### src/rtl/uart_pkg.sv
// Shared UART types and constants for the transmit path and the future receiver.
package uart_pkg;

  typedef enum logic [2:0] {IDLE, START, DATA, PARITY, STOP} uart_tx_state_e;

  typedef enum logic [1:0] {PAR_NONE = 2'd0, PAR_ODD = 2'd1, PAR_EVEN = 2'd2} uart_parity_e;

  localparam logic UART_IDLE_LVL = 1'b1;

endpackage

### src/rtl/uart_fifo.sv
// Synchronous FIFO with occupancy count; DEPTH must be a power of two.
module uart_fifo #(
  parameter int unsigned WIDTH = 8,
  parameter int unsigned DEPTH = 4
) (
  input  logic                           clk,
  input  logic                           reset,
  input  logic                           push,
  input  logic [WIDTH-1:0]               wr_data,
  input  logic                           pop,
  output logic [WIDTH-1:0]               rd_data,
  output logic                           full,
  output logic                           empty,
  output logic [$clog2(DEPTH+1)-1:0]     count
);

  localparam int unsigned AW = (DEPTH > 1) ? $clog2(DEPTH) : 1;
  localparam int unsigned CW = $clog2(DEPTH + 1);

  logic [WIDTH-1:0] mem [DEPTH];
  logic [AW-1:0]    wr_ptr_q, rd_ptr_q;
  logic [CW-1:0]    count_q;
  logic             do_push, do_pop;

  always_comb begin
    full    = (count_q == CW'(DEPTH));
    empty   = (count_q == '0);
    do_push = push && !full;
    do_pop  = pop && !empty;
    rd_data = mem[rd_ptr_q];
    count   = count_q;
  end

  always_ff @(posedge clk or posedge reset) begin
    if (reset) begin
      wr_ptr_q <= '0;
      rd_ptr_q <= '0;
      count_q  <= '0;
    end else begin
      if (do_push) wr_ptr_q <= wr_ptr_q + AW'(1);
      if (do_pop)  rd_ptr_q <= rd_ptr_q + AW'(1);
      case ({do_push, do_pop})
        2'b10:   count_q <= count_q + CW'(1);
        2'b01:   count_q <= count_q - CW'(1);
        default: count_q <= count_q;
      endcase
    end
  end

  // Storage is not reset; pointers alone define validity.
  always_ff @(posedge clk) begin
    if (do_push) mem[wr_ptr_q] <= wr_data;
  end

endmodule

### src/rtl/uart_tx_core.sv
// UART transmitter: TX FIFO, runtime baud divisor, optional parity, 1/2 stop bits, CTS gating.
module uart_tx_core
  import uart_pkg::*;
#(
  parameter int unsigned DATA_BITS  = 8,
  parameter int unsigned FIFO_DEPTH = 4,
  parameter int unsigned DIV_W      = 20
) (
  input  logic                              clk,
  input  logic                              reset,
  input  logic [DATA_BITS-1:0]              s_data,
  input  logic                              s_valid,
  output logic                              s_ready,
  input  logic [DIV_W-1:0]                  baud_rate,
  input  logic [1:0]                        parity_mode,
  input  logic                              stop2,
  input  logic                              CTS,
  output logic                              TX,
  output logic                              tx_busy,
  output logic                              tx_done,
  output logic [$clog2(FIFO_DEPTH+1)-1:0]   fifo_count
);

  localparam int unsigned BIT_W = $clog2(DATA_BITS);

  uart_tx_state_e        state_q;
  logic [DIV_W-1:0]      baud_cnt_q, div_q, div_in;
  logic [BIT_W-1:0]      bit_cnt_q;
  logic [DATA_BITS-1:0]  shreg_q, fifo_rd_data;
  logic                  par_bit_q, par_en_q, stop2_q, stop_second_q;
  logic                  tx_q, tx_done_q;
  logic                  fifo_full, fifo_empty, pop, last_stop, frame_end, div_one;

  uart_fifo #(
    .WIDTH (DATA_BITS),
    .DEPTH (FIFO_DEPTH)
  ) u_fifo (
    .clk     (clk),
    .reset   (reset),
    .push    (s_valid),
    .wr_data (s_data),
    .pop     (pop),
    .rd_data (fifo_rd_data),
    .full    (fifo_full),
    .empty   (fifo_empty),
    .count   (fifo_count)
  );

  always_comb begin
    div_in    = (baud_rate == '0) ? DIV_W'(1) : baud_rate;
    div_one   = (div_q == DIV_W'(1));
    last_stop = stop_second_q || !stop2_q;
    frame_end = (state_q == STOP) && (baud_cnt_q == '0) && last_stop;
    // A new frame starts from IDLE or directly out of the last stop cycle.
    pop       = !fifo_empty && CTS && ((state_q == IDLE) || frame_end);
    s_ready   = !fifo_full;
    TX        = tx_q;
    tx_done   = tx_done_q;
    tx_busy   = (state_q != IDLE);
  end

  always_ff @(posedge clk or posedge reset) begin
    if (reset) begin
      state_q       <= IDLE;
      tx_q          <= UART_IDLE_LVL;
      tx_done_q     <= 1'b0;
      baud_cnt_q    <= '0;
      div_q         <= '0;
      bit_cnt_q     <= '0;
      shreg_q       <= '0;
      par_bit_q     <= 1'b0;
      par_en_q      <= 1'b0;
      stop2_q       <= 1'b0;
      stop_second_q <= 1'b0;
    end else begin
      tx_done_q <= 1'b0;
      if (pop) begin
        shreg_q       <= fifo_rd_data;
        par_bit_q     <= (parity_mode == PAR_EVEN) ? ^fifo_rd_data : ~^fifo_rd_data;
        par_en_q      <= (parity_mode == PAR_ODD) || (parity_mode == PAR_EVEN);
        stop2_q       <= stop2;
        div_q         <= div_in;
        baud_cnt_q    <= div_in - DIV_W'(1);
        bit_cnt_q     <= '0;
        stop_second_q <= 1'b0;
        tx_q          <= ~UART_IDLE_LVL;
        state_q       <= START;
      end else if (state_q != IDLE) begin
        if (baud_cnt_q != '0) begin
          baud_cnt_q <= baud_cnt_q - DIV_W'(1);
          // Registered pulse: raise it one cycle ahead so it covers the final stop cycle.
          if (state_q == STOP && baud_cnt_q == DIV_W'(1) && last_stop) tx_done_q <= 1'b1;
        end else begin
          baud_cnt_q <= div_q - DIV_W'(1);
          case (state_q)
            START: begin
              tx_q      <= shreg_q[0];
              bit_cnt_q <= '0;
              state_q   <= DATA;
            end
            DATA: begin
              if (bit_cnt_q == BIT_W'(DATA_BITS - 1)) begin
                if (par_en_q) begin
                  tx_q    <= par_bit_q;
                  state_q <= PARITY;
                end else begin
                  tx_q          <= UART_IDLE_LVL;
                  stop_second_q <= 1'b0;
                  tx_done_q     <= div_one && !stop2_q;
                  state_q       <= STOP;
                end
              end else begin
                shreg_q   <= shreg_q >> 1;
                tx_q      <= shreg_q[1];
                bit_cnt_q <= bit_cnt_q + BIT_W'(1);
              end
            end
            PARITY: begin
              tx_q          <= UART_IDLE_LVL;
              stop_second_q <= 1'b0;
              tx_done_q     <= div_one && !stop2_q;
              state_q       <= STOP;
            end
            STOP: begin
              if (!last_stop) begin
                stop_second_q <= 1'b1;
                tx_done_q     <= div_one;
              end else begin
                state_q <= IDLE;
              end
            end
            default: state_q <= IDLE;
          endcase
        end
      end
    end
  end

endmodule
### config.mk
export PLATFORM = sky130hd
export DESIGN_NAME = uart_tx_core
export DESIGN_NICKNAME = d
export VERILOG_FILES = /design/src/rtl/uart_pkg.sv /design/src/rtl/uart_fifo.sv /design/src/rtl/uart_tx_core.sv
export SDC_FILE = /design/constraint.sdc
export NUM_CORES = 1
export LEC_CHECK = 0
export ABC_AREA = 1
export CAP_MARGIN = 10
export CORE_MARGIN = 1
export CORE_UTILIZATION = 35
export CTS_CLUSTER_DIAMETER = 120
export CTS_CLUSTER_SIZE = 10
export DETAILED_ROUTE_END_ITERATION = 12
export HOLD_SLACK_MARGIN = 0.15
export SLEW_MARGIN = 20
export SYNTH_ARGS = -nofsm -noshare
export SYNTH_HDL_FRONTEND = slang
export SYNTH_SLANG_ARGS = --single-unit
### constraint.sdc
create_clock -name clk -period 5.88 [get_ports clk]
set_input_delay 1.764 -clock clk [delete_from_list [all_inputs] [get_ports clk]]
set_output_delay 1.764 -clock clk [all_outputs]
set_load 0.05 [all_outputs]
==> impl_metrics.json <==
{
  "layout_worst_path_cycle_share_pct": 70.73,
  "critPathMaxFanout": 73,
  "num_antenna_cells": 0,
  "ant_nets": 0,
  "synth_compound_area_share_pct": 9.004,
  "power_leakage_uw": 0.003127,
  "finalSetupViolCount": 0,
  "cts_inserted_buffers": 9,
  "cts_buffer_depth": 2,
  "synth_adder_area_share_pct": 3.060,
  "arrival_ns": 4.41,
  "critPathKind": "in -> reg",
  "fin_total_pwr_uw": 1390,
  "async_flop_share_pct": 67.68,
  "synth_xor_area_share_pct": 3.982,
  "synth.area.top_cells": "dfrtp_1 26%, nand2_1 15%, edfxtp_1 15%",
  "synth_top_cell_by_area": "dfrtp_1",
  "cts_hold_buf": 0,
  "hold_path.class": "reg -> reg",
  "row_count": 49,
  "fillers": 1921,
  "port_buffers": 41,
  "start_util_pct": 35.63,
  "antenna_found_initial": 0,
  "slew_headroom_pct": 42.92,
  "synth-simple-area-share_pct": 34.29,
  "dr.pass1.iters": 5,
  "clkTransAtPathRegs_ns": 0.08,
  "grt_overflow": 0,
  "synth_top_family_by_area": "simple AND/OR/NAND/NOR gates",
  "critPathRequiredTime_ns": 6.13,
  "root_buffer": "clkbuf_16",
  "synth_warnings": 0,
  "muxShareOfSynthArea_pct": 0,
  "die_w_um": 137,
  "synth_area_per_cell_um2": 7.315,
  "grt.total_usage_pct": 19.22,
  "ys_types": 45,
  "rsz0062_at_grt": "no",
  "grt_max_degree": 74,
  "hold_viol_final": 0,
  "nets": 954,
  "die-area_um2": 18770,
  "htreeDepth": 3,
  "syn_to_final_growth_pct": 13.52,
  "synthesis.nets": 922,
  "synth_flop_cell": "dfrtp_1",
  "status": "finished clean",
  "synth_edf_count": 32,
  "layout-drive-gt1-share_pct": 5.721,
  "cts_tree": "yes",
  "synth-seq-cells": 99,
  "syn-instance-count": 872,
  "p_per_area_nw_per_um2": 191.9,
  "worst-path-buf-inv": 3,
  "max_stage_delay_ns": 0.46,
  "vias": 5741,
  "grt_util_met1_pct": 24.80,
  "worstSkewPairLatency_ns": 0.36,
  "dieHeight_um": 137,
  "grt-busiest-layer": "met2",
  "routed_wl_um": 16520,
  "cpMaxStageDelayCell": "clkdlybuf4s50_1",
  "viasPerCell": 5.045,
  "synth_top_area_share_pct": 25.89,
  "yosysMostFrequentCell": "nand2_1",
  "synth-seq-area-share_pct": 41.37,
  "core_um2": 17900,
  "period_needed_ns": 4.159,
  "setup.worst_path.start_class": "input port",
  "clock_sinks": 99,
  "crit_chain": "clkdlybuf4s50_1 -> nand2_1 -> nor2_2 -> nand2_8 -> inv_6 -> ha_1 -> inv_1 -> fa_1 -> a21oi_1 -> o21ai_0 -> xor2_1",
  "critPathCaptureType": "flop",
  "worst_slew_pin_slew_ns": 0.8561,
  "regArea_um2": 2639,
  "dp_hpwl_um": 12310,
  "grt_pass1_vias": 5502,
  "drv_cap": 0,
  "synth_common_cells": "259 x nand2_1, 104 x nor2_1, 91 x inv_1, 91 x nand3_1, 66 x dfrtp_1",
  "io_pins": 42,
  "grtUsageMet3_pct": 3.815,
  "wl_per_cell_um": 14.52,
  "max-vdd-ir-drop_mv": 0.1237,
  "drc": 0,
  "crit_family": "buffers and inverters",
  "synth_area_um2": 6379,
  "max_freq_mhz": 240.5,
  "tns_ns": 0,
  "grt_pass1_wl_um": 27700,
  "place_congestion": 0.8904,
  "multi_input_area_um2": 3211,
  "grtUsageMet2_pct": 31.51,
  "maxSlewViolCount": 0,
  "cts_setup_buffers": 0,
  "finClkSkew_ns": 0.01018,
  "drt-initial-drc-count": 433,
  "ctsResizeCount": 0
}
[flip-flops by register name, summed over array words and instances, names as in the netlist]
register and count:
u_fifo.mem 32, baud_cnt_q 20, div_q 20, shreg_q 8, bit_cnt_q 3, state_q 3
u_fifo.count 3, u_fifo.rd_ptr_q 2, u_fifo.wr_ptr_q 2, TX 1, par_bit_q 1, par_en_q 1
stop2_q 1, stop_second_q 1, tx_done 1
[power by group]
group	internal (µW)	total, µW	switching, µW
logic	27.5	64.6	37.1
clock network	303	614	311
registers	711	711	0.0135
total	1040	1390	348
[routing by layer]
metal  vias to the layer above  routed length, µm  part of all wire (%)
met1                      2673               7732                    47
met2                       141               7653                    46
met4                         0                473                   2.9
met3                        30                659                   4.0
met5                         -                  0                     0
li1                       2897                  -                     -
[cell families (layout without fill, tap and decap cells)]
logic type | count (synthesis) | after routing
buffers and inverters | 122 | 159
and+or+nand+nor | 504 | 504
adders and majority gates | 15 | 15
xor gates and xnor gates | 29 | 29
DFF | 99 | 99
AOI/OAI and AO/OA | 103 | 103
[area by class of cell]
class / instances / share of cell area (%)
Clock buffer: 9 / 3.110
Multi-Input combinational cell: 651 / 44.34
Timing Repair Buffer: 43 / 5.875
Sequential cell: 99 / 36.44
Inverter: 100 / 5.270
Tap cell: 229 / 3.957
Clock inverter: 7 / 1.002
[worst paths after layout]
check	start	endpoint	slack, ns	cells after the start
setup / recovery	CTS	u_fifo.count[2]	1.72	11
hold / removal	shreg_q[6]	shreg_q[6]	0.49	2
setup reg to reg	baud_cnt_q[16]	u_fifo.count[2]	2.54	13
hold reg to reg	shreg_q[6]	shreg_q[6]	0.49	2
max in group asynchronous	reset	TX	3.17	3
min in group asynchronous	reset	shreg_q[0]	1.86	2
[cell usage in the layout, fill, tap and decap left out, types with 9 or more instances in the layout]
| cell type | n |
|---|---|
| nor2_1 | 104 |
| clkbuf_16 | 9 |
| o21ai_1 | 33 |
| xor2_1 | 26 |
| nand3_1 | 91 |
| nand2_1 | 259 |
| nor3_1 | 11 |
| dfrtp_1 | 66 |
| ha_1 | 14 |
| nand4_1 | 14 |
| o21ai_0 | 35 |
| inv_1 | 90 |
| edfxtp_1 | 32 |
| a21oi_1 | 15 |
| clkdlybuf4s50_1 | 41 |
[worst min-delay path: cells and delay by family (launching register included)]
kind,cells,cell delay (ns)
DFF,1,0.35
and+or+nand+nor,1,0.05
AOI/OAI and AO/OA,1,0.06
[stage by stage]
stage | std cells | worst slack (ns) | hold slack, ns | util (%) | area [µm²]
CTS | 1138 | 1.726 | 0.4957 | 40.44 | 7239
global placement | 1122 | 1.400 | 0.4712 | 38.78 | 6942
global route | 1138 | 1.553 | 0.5200 | 40.45 | 7241
finish | 1138 | 1.721 | 0.4918 | 40.45 | 7241
detailed placement | 1122 | 1.338 | 0.4713 | 38.78 | 6942
floorplan | 872 | 2.355 | 0.4439 | - | 6379
Power figures use the tool's default switching activity.
